`config.mk`:
```
export PLATFORM = sky130hd
export DESIGN_NAME = bin2bcd_seq
export DESIGN_NICKNAME = d
export VERILOG_FILES = /design/src/rtl/bin2bcd_seq.sv
export SDC_FILE = /design/constraint.sdc
export NUM_CORES = 1
export LEC_CHECK = 0
export ABC_AREA = 1
export BUFFER_PORTS_ARGS = -buffer_cell sky130_fd_sc_hd__buf_2
export CAP_MARGIN = 40
export CORE_ASPECT_RATIO = 1.2
export CORE_UTILIZATION = 50
export DETAILED_ROUTE_END_ITERATION = 12
export PLACE_DENSITY = 0.71
export SLEW_MARGIN = 20
export SYNTH_ARGS = -nofsm -noshare
export SYNTH_HDL_FRONTEND = slang
export SYNTH_SLANG_ARGS = --single-unit
```
`constraint.sdc`:
```
create_clock -name clk -period 2 [get_ports clk]
set_input_delay 0.6 -clock clk [delete_from_list [all_inputs] [get_ports clk]]
set_output_delay 0.6 -clock clk [all_outputs]
set_load 0.05 [all_outputs]
```
`src/rtl/bin2bcd_seq.sv`:
```
// Sequential 14-bit binary to 4-digit BCD converter (double dabble, one iteration per clock).
// Define BIN2BCD_BLANK_EN to enable the leading-zero blank mask on the blank output.
module bin2bcd_seq #(
    parameter int IN_W = 14
) (
    input  logic            clk,
    input  logic            rst_n,
    input  logic            start,
    input  logic [IN_W-1:0] bin,
    output logic            busy,
    output logic            done,
    output logic [15:0]     bcd,
    output logic            ovf,
    output logic [3:0]      blank
);

    localparam int WORK_W = 16 + IN_W;

    typedef enum logic {IDLE, SHIFT} state_t;

    state_t              state_q, state_d;
    logic [3:0]          count_q, count_d;
    logic [WORK_W-1:0]   work_q, work_d;
    logic                ovf_flag_q, ovf_flag_d;
    logic [15:0]         bcd_q, bcd_d;
    logic                ovf_q, ovf_d;
    logic                done_q, done_d;
    logic [WORK_W-1:0]   corr;
    logic [WORK_W-1:0]   shifted;

    // Each nibble is corrected in isolation; any 4-bit wrap is discarded rather than carried.
    genvar gi;
    generate
        for (gi = 0; gi < 4; gi++) begin : g_corr
            logic [3:0] nib;
            assign nib = work_q[IN_W + 4*gi +: 4];
            assign corr[IN_W + 4*gi +: 4] = (nib >= 4'd5) ? nib + 4'd3 : nib;
        end
    endgenerate
    assign corr[IN_W-1:0] = work_q[IN_W-1:0];
    assign shifted        = {corr[WORK_W-2:0], 1'b0};

`ifdef BIN2BCD_BLANK_EN
    logic [3:0] blank_q, blank_d;
    logic       z3, z2, z1;
    assign z3 = (shifted[WORK_W-1 -: 4] == 4'd0);
    assign z2 = (shifted[WORK_W-5 -: 4] == 4'd0);
    assign z1 = (shifted[WORK_W-9 -: 4] == 4'd0);
`endif

    always_comb begin
        state_d    = state_q;
        count_d    = count_q;
        work_d     = work_q;
        ovf_flag_d = ovf_flag_q;
        bcd_d      = bcd_q;
        ovf_d      = ovf_q;
        done_d     = 1'b0;
`ifdef BIN2BCD_BLANK_EN
        blank_d    = blank_q;
`endif
        case (state_q)
            IDLE: begin
                if (start) begin
                    work_d     = {16'h0000, bin};
                    count_d    = 4'd0;
                    ovf_flag_d = (bin > IN_W'(9999));
                    state_d    = SHIFT;
                end
            end
            SHIFT: begin
                work_d  = shifted;
                count_d = count_q + 4'd1;
                if (count_q == 4'(IN_W - 1)) begin
                    state_d = IDLE;
                    done_d  = 1'b1;
                    ovf_d   = ovf_flag_q;
                    bcd_d   = ovf_flag_q ? 16'hFFFF : shifted[WORK_W-1 -: 16];
`ifdef BIN2BCD_BLANK_EN
                    blank_d = ovf_flag_q ? 4'b0000 : {z3, z3 & z2, z3 & z2 & z1, 1'b0};
`endif
                end
            end
            default: state_d = IDLE;
        endcase
    end

    always_ff @(posedge clk or negedge rst_n) begin
        if (!rst_n) begin
            state_q    <= IDLE;
            count_q    <= 4'd0;
            work_q     <= '0;
            ovf_flag_q <= 1'b0;
            bcd_q      <= 16'h0000;
            ovf_q      <= 1'b0;
            done_q     <= 1'b0;
        end else begin
            state_q    <= state_d;
            count_q    <= count_d;
            work_q     <= work_d;
            ovf_flag_q <= ovf_flag_d;
            bcd_q      <= bcd_d;
            ovf_q      <= ovf_d;
            done_q     <= done_d;
        end
    end

`ifdef BIN2BCD_BLANK_EN
    always_ff @(posedge clk or negedge rst_n) begin
        if (!rst_n) blank_q <= 4'b1110;
        else        blank_q <= blank_d;
    end
    assign blank = blank_q;
`else
    assign blank = 4'b0000;
`endif

    assign busy = (state_q == SHIFT);
    assign done = done_q;
    assign bcd  = bcd_q;
    assign ovf  = ovf_q;

endmodule
```
### Word level (Yosys, flattened, before mapping)

Index checks and enable logic that the tools add are counted.

* $add $sub $neg: 5
* mux-type cells: 14
* equality and inequality tests: 2
* bitwise logic cells: 1
* $lt $le $gt $ge: 5
* reductions and logical operators: 2

Operators with widths (count)
* 30-bit one-hot mux with 2 select lines: 1
* 30-bit 2-to-1 mux: 1
* 4-bit by 3-bit greater-or-equal comparator with 1-bit output (second input constant): 4
* 16-bit 2-to-1 mux: 1
* 4-bit 2-to-1 mux: 4
* 14-bit greater-than comparator (second input constant): 1
* 4-bit by 2-bit adder with 4-bit output (second input constant): 3
* 4-bit one-hot mux with 2 select lines: 1
* 4-bit by 1-bit adder with 4-bit output (second input constant): 1
* 4-bit equality test (second input constant): 1
* 1-bit 2-to-1 mux: 4
* 2-bit AND reduction: 2
* 3-bit by 2-bit adder with 3-bit output (second input constant): 1
* 3-bit 2-to-1 mux: 1
* 2-bit != test (second input constant): 1
* 1-bit one-hot mux with 2 select lines: 1
* 1-bit NOT: 1

* bits in registers: 54

### Longest topological paths before layout

Gate-level depths: netlist (run 1).

* depth in word-level cells: 3
* mapped depth: 10

### Worst setup path after synthesis (run 1)

No wires, ideal clock.

* path kind: reg-to-reg
* start point: register state_q, in the netlist busy
* end point: register bcd_q[8], in the netlist bcd[8]
* arrival time: 1.408 ns
* path slack: 0.479 ns
* buffers on the path: 2
* required time: 1.887 ns
* cell stages (with the launch flop): 10
* cells stage by stage: dfrtp_1 -> buf_6 -> nand2_4 -> clkinv_2 -> nand2_4 -> nor2_8 -> buf_6 -> nand3_1 -> nand2_1 -> inv_1

* longest elaborated chain between the ends: 1

Ends and longest elaborated chain
* start: declaration: RTL line 21 `state_t state_q, state_d;`
* start signal: assignment: RTL line 98 `state_q <= state_d;`
* 2-bit AND reduction (no source line)
* end signal: assignment: RTL line 94 `bcd_q <= 16'h0000;`
* end signal: assignment: RTL line 102 `bcd_q <= bcd_d;`
* end: declaration: RTL line 25 `logic [15:0] bcd_q, bcd_d;`

Every way passes these cells.
A chain may end at the register's enable or synchronous reset.

### Final worst setup path (run 1)

* start point: register state_q, in the netlist busy
* end point: output port busy

RTL lines
* end: declaration: RTL line 10 `output logic busy,`

No word-level cell between the ends.

==> results of run 1 <==
-- sequential cells by signal (all words and copies together), names as in the netlist --
| signal | cells |
|---|---|
| bcd | 16 |
| work_q | 30 |
| ovf_flag_q | 1 |
| busy | 1 |
| count_q | 4 |
| ovf | 1 |
| done | 1 |
-- per-layer routing --
| metal | GRT usage, % | share of wire (%) | vias up |
|---|---|---|---|
| li1 | - | - | 1123 |
| met1 | 25.3 | 46 | 1026 |
| met2 | 34.1 | 50 | 41 |
| met3 | 4.00 | 2.9 | 5 |
| met4 | 6.91 | 1.5 | 0 |
| met5 | 0 | 0 | - |
-- cells in the final DEF (no fill, tap or decap) --
| cell | instances |
|---|---|
| o21ai_0 | 13 |
| nor2_1 | 18 |
| buf_4 | 2 |
| inv_4 | 1 |
| clkinv_2 | 2 |
| nor2_8 | 1 |
| nand2_1 | 98 |
| nand2_4 | 2 |
| inv_1 | 48 |
| nand3_1 | 21 |
| o211ai_1 | 8 |
| nor2_4 | 1 |
| o221ai_1 | 5 |
| buf_2 | 35 |
| inv_2 | 1 |
| buf_12 | 1 |
| dfrtp_1 | 54 |
| nand2_2 | 1 |
| or2_2 | 11 |
| nand4_1 | 11 |
| xnor2_1 | 1 |
| o22ai_1 | 6 |
| a21oi_1 | 8 |
| ha_1 | 10 |
| clkbuf_1 | 1 |
| clkbuf_8 | 6 |
| conb_1 | 4 |
-- cells by family after synthesis --
family	Yosys count
compound gates	40
xor+xnor	1
fa+ha+maj	10
buf+inv	63
flops	54
other cells	1
simple gates	164
-- per-stage QoR --
stage	total power, mW	util (%)	setup WS, ps	cells
detailed placement	4.72	56.0	501	424
finish	5.32	57.7	219	432
global route	5.76	57.7	128	432
global placement	4.63	56.0	519	424
CTS	5.36	57.7	200	432
floorplan	4.12	-	479	336
-- power groups by stage --
| stage | sequential (mW) | clock, mW | combinational [mW] |
|---|---|---|---|
| final | 1.91 | 0.625 | 2.79 |
| after floorplan | 2.48 | 0 | 1.63 |
| after global routing | 1.97 | 0.688 | 3.10 |
| after detailed placement | 1.93 | 0 | 2.80 |
| after global placement | 1.91 | 0 | 2.72 |
| after CTS | 1.91 | 0.645 | 2.81 |
-- worst paths after layout --
kind | cells after the start | slack (ps) | start | to
min in group clk | 2 | 490 | work_q[23]$_DFFE_PN0P_ | work_q[23]$_DFFE_PN0P_
hold reg to reg | 2 | 490 | work_q[23]$_DFFE_PN0P_ | work_q[23]$_DFFE_PN0P_
max in group asynchronous | 2 | 1490 | rst_n | bcd[15]$_DFFE_PN0P_
hold / removal | 2 | 270 | rst_n | bcd[11]$_DFFE_PN0P_
setup / recovery | 1 | 220 | busy$_DFF_PN0_ | busy
setup reg to reg | 5 | 490 | busy$_DFF_PN0_ | work_q[7]$_DFFE_PN0P_
-- area by class of cell --
cell class / instances / area [µm²]
Tap cell: 62 / 77.6
Clock inverter: 1 / 5.00
Fill cell: 478 / 2240
Inverter: 51 / 195
Timing Repair Buffer: 38 / 210
Multi-Input combinational cell: 219 / 1130
Sequential cell: 54 / 1350
Clock buffer: 7 / 86.3
==> flow_metrics.tcl, run 1 <==
set metrics [dict create \
    clkTransAtPathRegs_ps 100 \
    clkPwrFrac_pct 11.8 \
    cts.sinks 54 \
    status "finished clean" \
    grt_overflow 0 \
    io_pins 40 \
    synth_compound_area_share_pct 8.93 \
    cp-start-kind "flip-flop" \
    arrival_ps 1180 \
    synth_most_common_cell "nand2_1" \
    netlist_area_um2 2760 \
    power.switching_mw 2.60 \
    hold_path.class "primary input to asynchronous set/reset pin" \
    grt_usage_pct 20.0 \
    synth-main-ff-cell "dfrtp_1" \
    slowest_delay_ps 550 \
    switching_share_pct 48.8 \
    cts_tree "built" \
    cts.path.max_buffers 2 \
    std_cell_rows 29 \
    synth-adder-area-share_pct 4.53 \
    drtAntennaViolNets 0 \
    combPwrFrac_pct 52.4 \
    drive_gt1_share_pct 17.3 \
    drc_errors 0 \
    fin_crit_ps 1780 \
    setup_viol 0 \
    synth_top_area_cell "dfrtp_1" \
    clock_latency_ps 300 \
    die-area_um2 5820 \
    nNetsFinal 396 \
    die_w_um 69.8 \
    timing_worst_setup_path_type "flip-flop to output port" \
    dr.pass1.iters 4 \
    drv_slew 0 \
    postCtsSetupRepairBufs 0 \
    synthCells 333 \
    yosys.area_share.simple_pct 26.7 \
    whs_ps 269 \
    routed_wirelength_um 5320 \
    avgRoutedWirePerCell_um 12.3 \
    worstPathCellList "buf_2" \
    area_delta_synth_final_pct 10.8 \
    rsz0062_at_grt "false" \
    grt_start_max_net_pins 55 \
    path_delay_family "flip-flops" \
    cts_root_buffer "clkbuf_8" \
    cts-resized-gates 0 \
    drtIter0Drc 171 \
    hpwl_um 3670 \
    port_buffers 35 \
    synthTopCellsByCount "98 x nand2_1, 54 x dfrtp_1, 48 x inv_1" \
    synth_area_leaders "dfrtp_1 49%, nand2_1 13%, inv_1 6.5%, ha_1 4.5%, nand3_1 3.8%" \
    numCtsBuffers 5 \
    drv_cap 0 \
    path_max_fanout 8 \
    h-tree-depth 2 \
    vias_per_cell 5.08 \
    fin_setup_tns_ps 0 \
    fin_skew_ps 7.61 \
    via_count 2195 \
    max_freq_mhz 562 \
    core_area_um2 5300 \
    period_share_pct 89.0 \
    endpoint_kind "output port" \
    slowest_stage "dfrtp_1" \
    floorplan.initialDensity_pct 52.1 \
    holdBufCountCts 0 \
    p_int_mw 2.72 \
    grt_pass1_vias 2085 \
    powerDensity_nw_per_um2 1740 \
    required_ps 1400 \
    hold_viol 0 \
    fin_area_um2 3060 \
    ir_drop_mv 0.734 \
    grt_pass1_wl_um 9350 \
    globalplace.congestion 0.851 \
    diodes 0 \
    netlist.area_leader.share_pct 49.0 \
    synth_cell_types 26 \
    synth.avg_cell_area_um2 8.29 \
    die_h_um 83.4 \
    antenna_found_initial 0 \
    seqPwrFrac_pct 35.8 \
    placed_area_um2 2970 \
    synth_edf_count 0 \
    yosysWarnings 0 \
    synth-async-reset-ratio_pct 100 \
    synth-seq-cells 54 \
    leakage_nw 1.60 \
    synth-xor-area-share_pct 0.317 \
    cp_num_buf_inv 1 \
    synth_mux_area_share_pct 0 \
    synth_top_family_by_area "simple AND/OR/NAND/NOR gates" \
    ys_seq_area_share_pct 49.0 \
]
Note: power is estimated with default switching activity, not from simulation.
==> inputs of run 2 (changes only) <==
- CORE_MARGIN: default -> 2
==> flow_metrics.tcl, run 2 (synthesized netlist as in run 1, its figures left out) <==
set metrics [dict create \
    status "finished clean" \
    leakage_nw 1.60 \
    cp-start-kind "flip-flop" \
    ir_drop_mv 0.598 \
    drtIter0Drc 126 \
    hold_path.class "primary input to asynchronous set/reset pin" \
    grt_pass1_wl_um 8990 \
    cts_tree "built" \
    die_w_um 71.8 \
    die-area_um2 6130 \
    holdBufCountCts 0 \
    cts.sinks 54 \
    diodes 0 \
    fin_setup_tns_ps 0 \
    dr.pass1.iters 4 \
    drive_gt1_share_pct 17.3 \
    hold_viol 0 \
    period_share_pct 86.3 \
    path_delay_family "flip-flops" \
    powerDensity_nw_per_um2 1720 \
    clkTransAtPathRegs_ps 90 \
    nFillCells 481 \
    timing_worst_setup_path_type "flip-flop to output port" \
    clock_latency_ps 300 \
    globalplace.congestion 0.862 \
    via_count 2221 \
    cts_root_buffer "clkbuf_8" \
    routed_wirelength_um 5160 \
    fin_skew_ps 5.00 \
    slowest_delay_ps 500 \
    endpoint_kind "output port" \
    slowest_stage "dfrtp_1" \
    whs_ps 271 \
    grt_start_max_net_pins 55 \
    max_freq_mhz 579 \
    drc_errors 0 \
    vias_per_cell 5.15 \
    core_area_um2 5300 \
    avgRoutedWirePerCell_um 12.0 \
    setup_viol 0 \
    final_cells 431 \
    die_h_um 85.4 \
    grt_pass1_vias 2069 \
    std_cell_rows 29 \
    hpwl_um 3640 \
    grt_usage_pct 18.6 \
    cts-resized-gates 0 \
    drtAntennaViolNets 0 \
    rsz0062_at_grt "false" \
    cp_num_buf_inv 1 \
    largest-register "work_q" \
    area_delta_synth_final_pct 10.4 \
    io_pins 40 \
    placed_cells 424 \
    cts.path.max_buffers 2 \
    path_max_fanout 7 \
    port_buffers 35 \
    h-tree-depth 2 \
    final_common_cell "nand2_1" \
    grt_overflow 0 \
    layout_common_cells "98 x nand2_1, 54 x dfrtp_1, 48 x inv_1" \
    drv_cap 0 \
    nNetsFinal 396 \
    postCtsSetupRepairBufs 0 \
    largest_register_ffs 30 \
    antenna_found_initial 0 \
    numCtsBuffers 5 \
    floorplan.initialDensity_pct 52.1 \
    drv_slew 0 \
    required_ps 1400 \
    arrival_ps 1130 \
    worstPathCellList "buf_2" \
    fin_crit_ps 1730 \
]
==> run 2: path summary, 6_finish.rpt <==
| kind | slack, ps | start | cells past startpoint | end |
|---|---|---|---|---|
| worst max-delay path | 270 | busy$_DFF_PN0_ | 1 | busy |
| worst min-delay path | 270 | rst_n | 2 | done$_DFF_PN0_ |
| worst max register to register | 470 | busy$_DFF_PN0_ | 8 | bcd[9]$_DFFE_PN0P_ |
| worst min register to register | 490 | work_q[23]$_DFFE_PN0P_ | 2 | work_q[23]$_DFFE_PN0P_ |
| max in group asynchronous | 1490 | rst_n | 2 | count_q[0]$_DFFE_PN0P_ |
| min in group clk | 490 | work_q[23]$_DFFE_PN0P_ | 2 | work_q[23]$_DFFE_PN0P_ |
==> run 2: cell type report <==
type	instances	area [µm²]	area share, %
sequential	54	1350	44.4
inverter	51	195	6.41
tap	62	77.6	2.55
clock buffer	5	68.8	2.26
multi-input combinational	219	1130	37.2
clock inverter	2	10.0	0.329
timing repair buffer	38	210	6.90
==> run 2: metal layers <==
| layer | track usage, % | routed length, µm | up-vias |
|---|---|---|---|
| met5 | 0 | 0 | - |
| met4 | 7.55 | 97 | 0 |
| met3 | 3.33 | 184 | 9 |
| met2 | 31.7 | 2530 | 40 |
| met1 | 23.1 | 2340 | 1042 |
| li1 | - | - | 1130 |
==> run 2: report_power, final <==
group          internal [mW]  switching [mW]
Combinational          0.851            1.91
Sequential              1.59           0.313
Clock                  0.236           0.339
Total                   2.67            2.57
==> run 2: through the flow <==
step	instance area, µm²	setup WS (ps)	utilization (%)	total power [mW]
2_1_floorplan	2770	479	-	4.12
3_3_place_gp	2970	535	56.0	4.66
3_5_place_dp	2970	462	56.0	4.71
4_1_cts	3050	264	57.5	5.30
5_1_grt	3050	230	57.5	5.74
6_report	3050	274	57.5	5.24
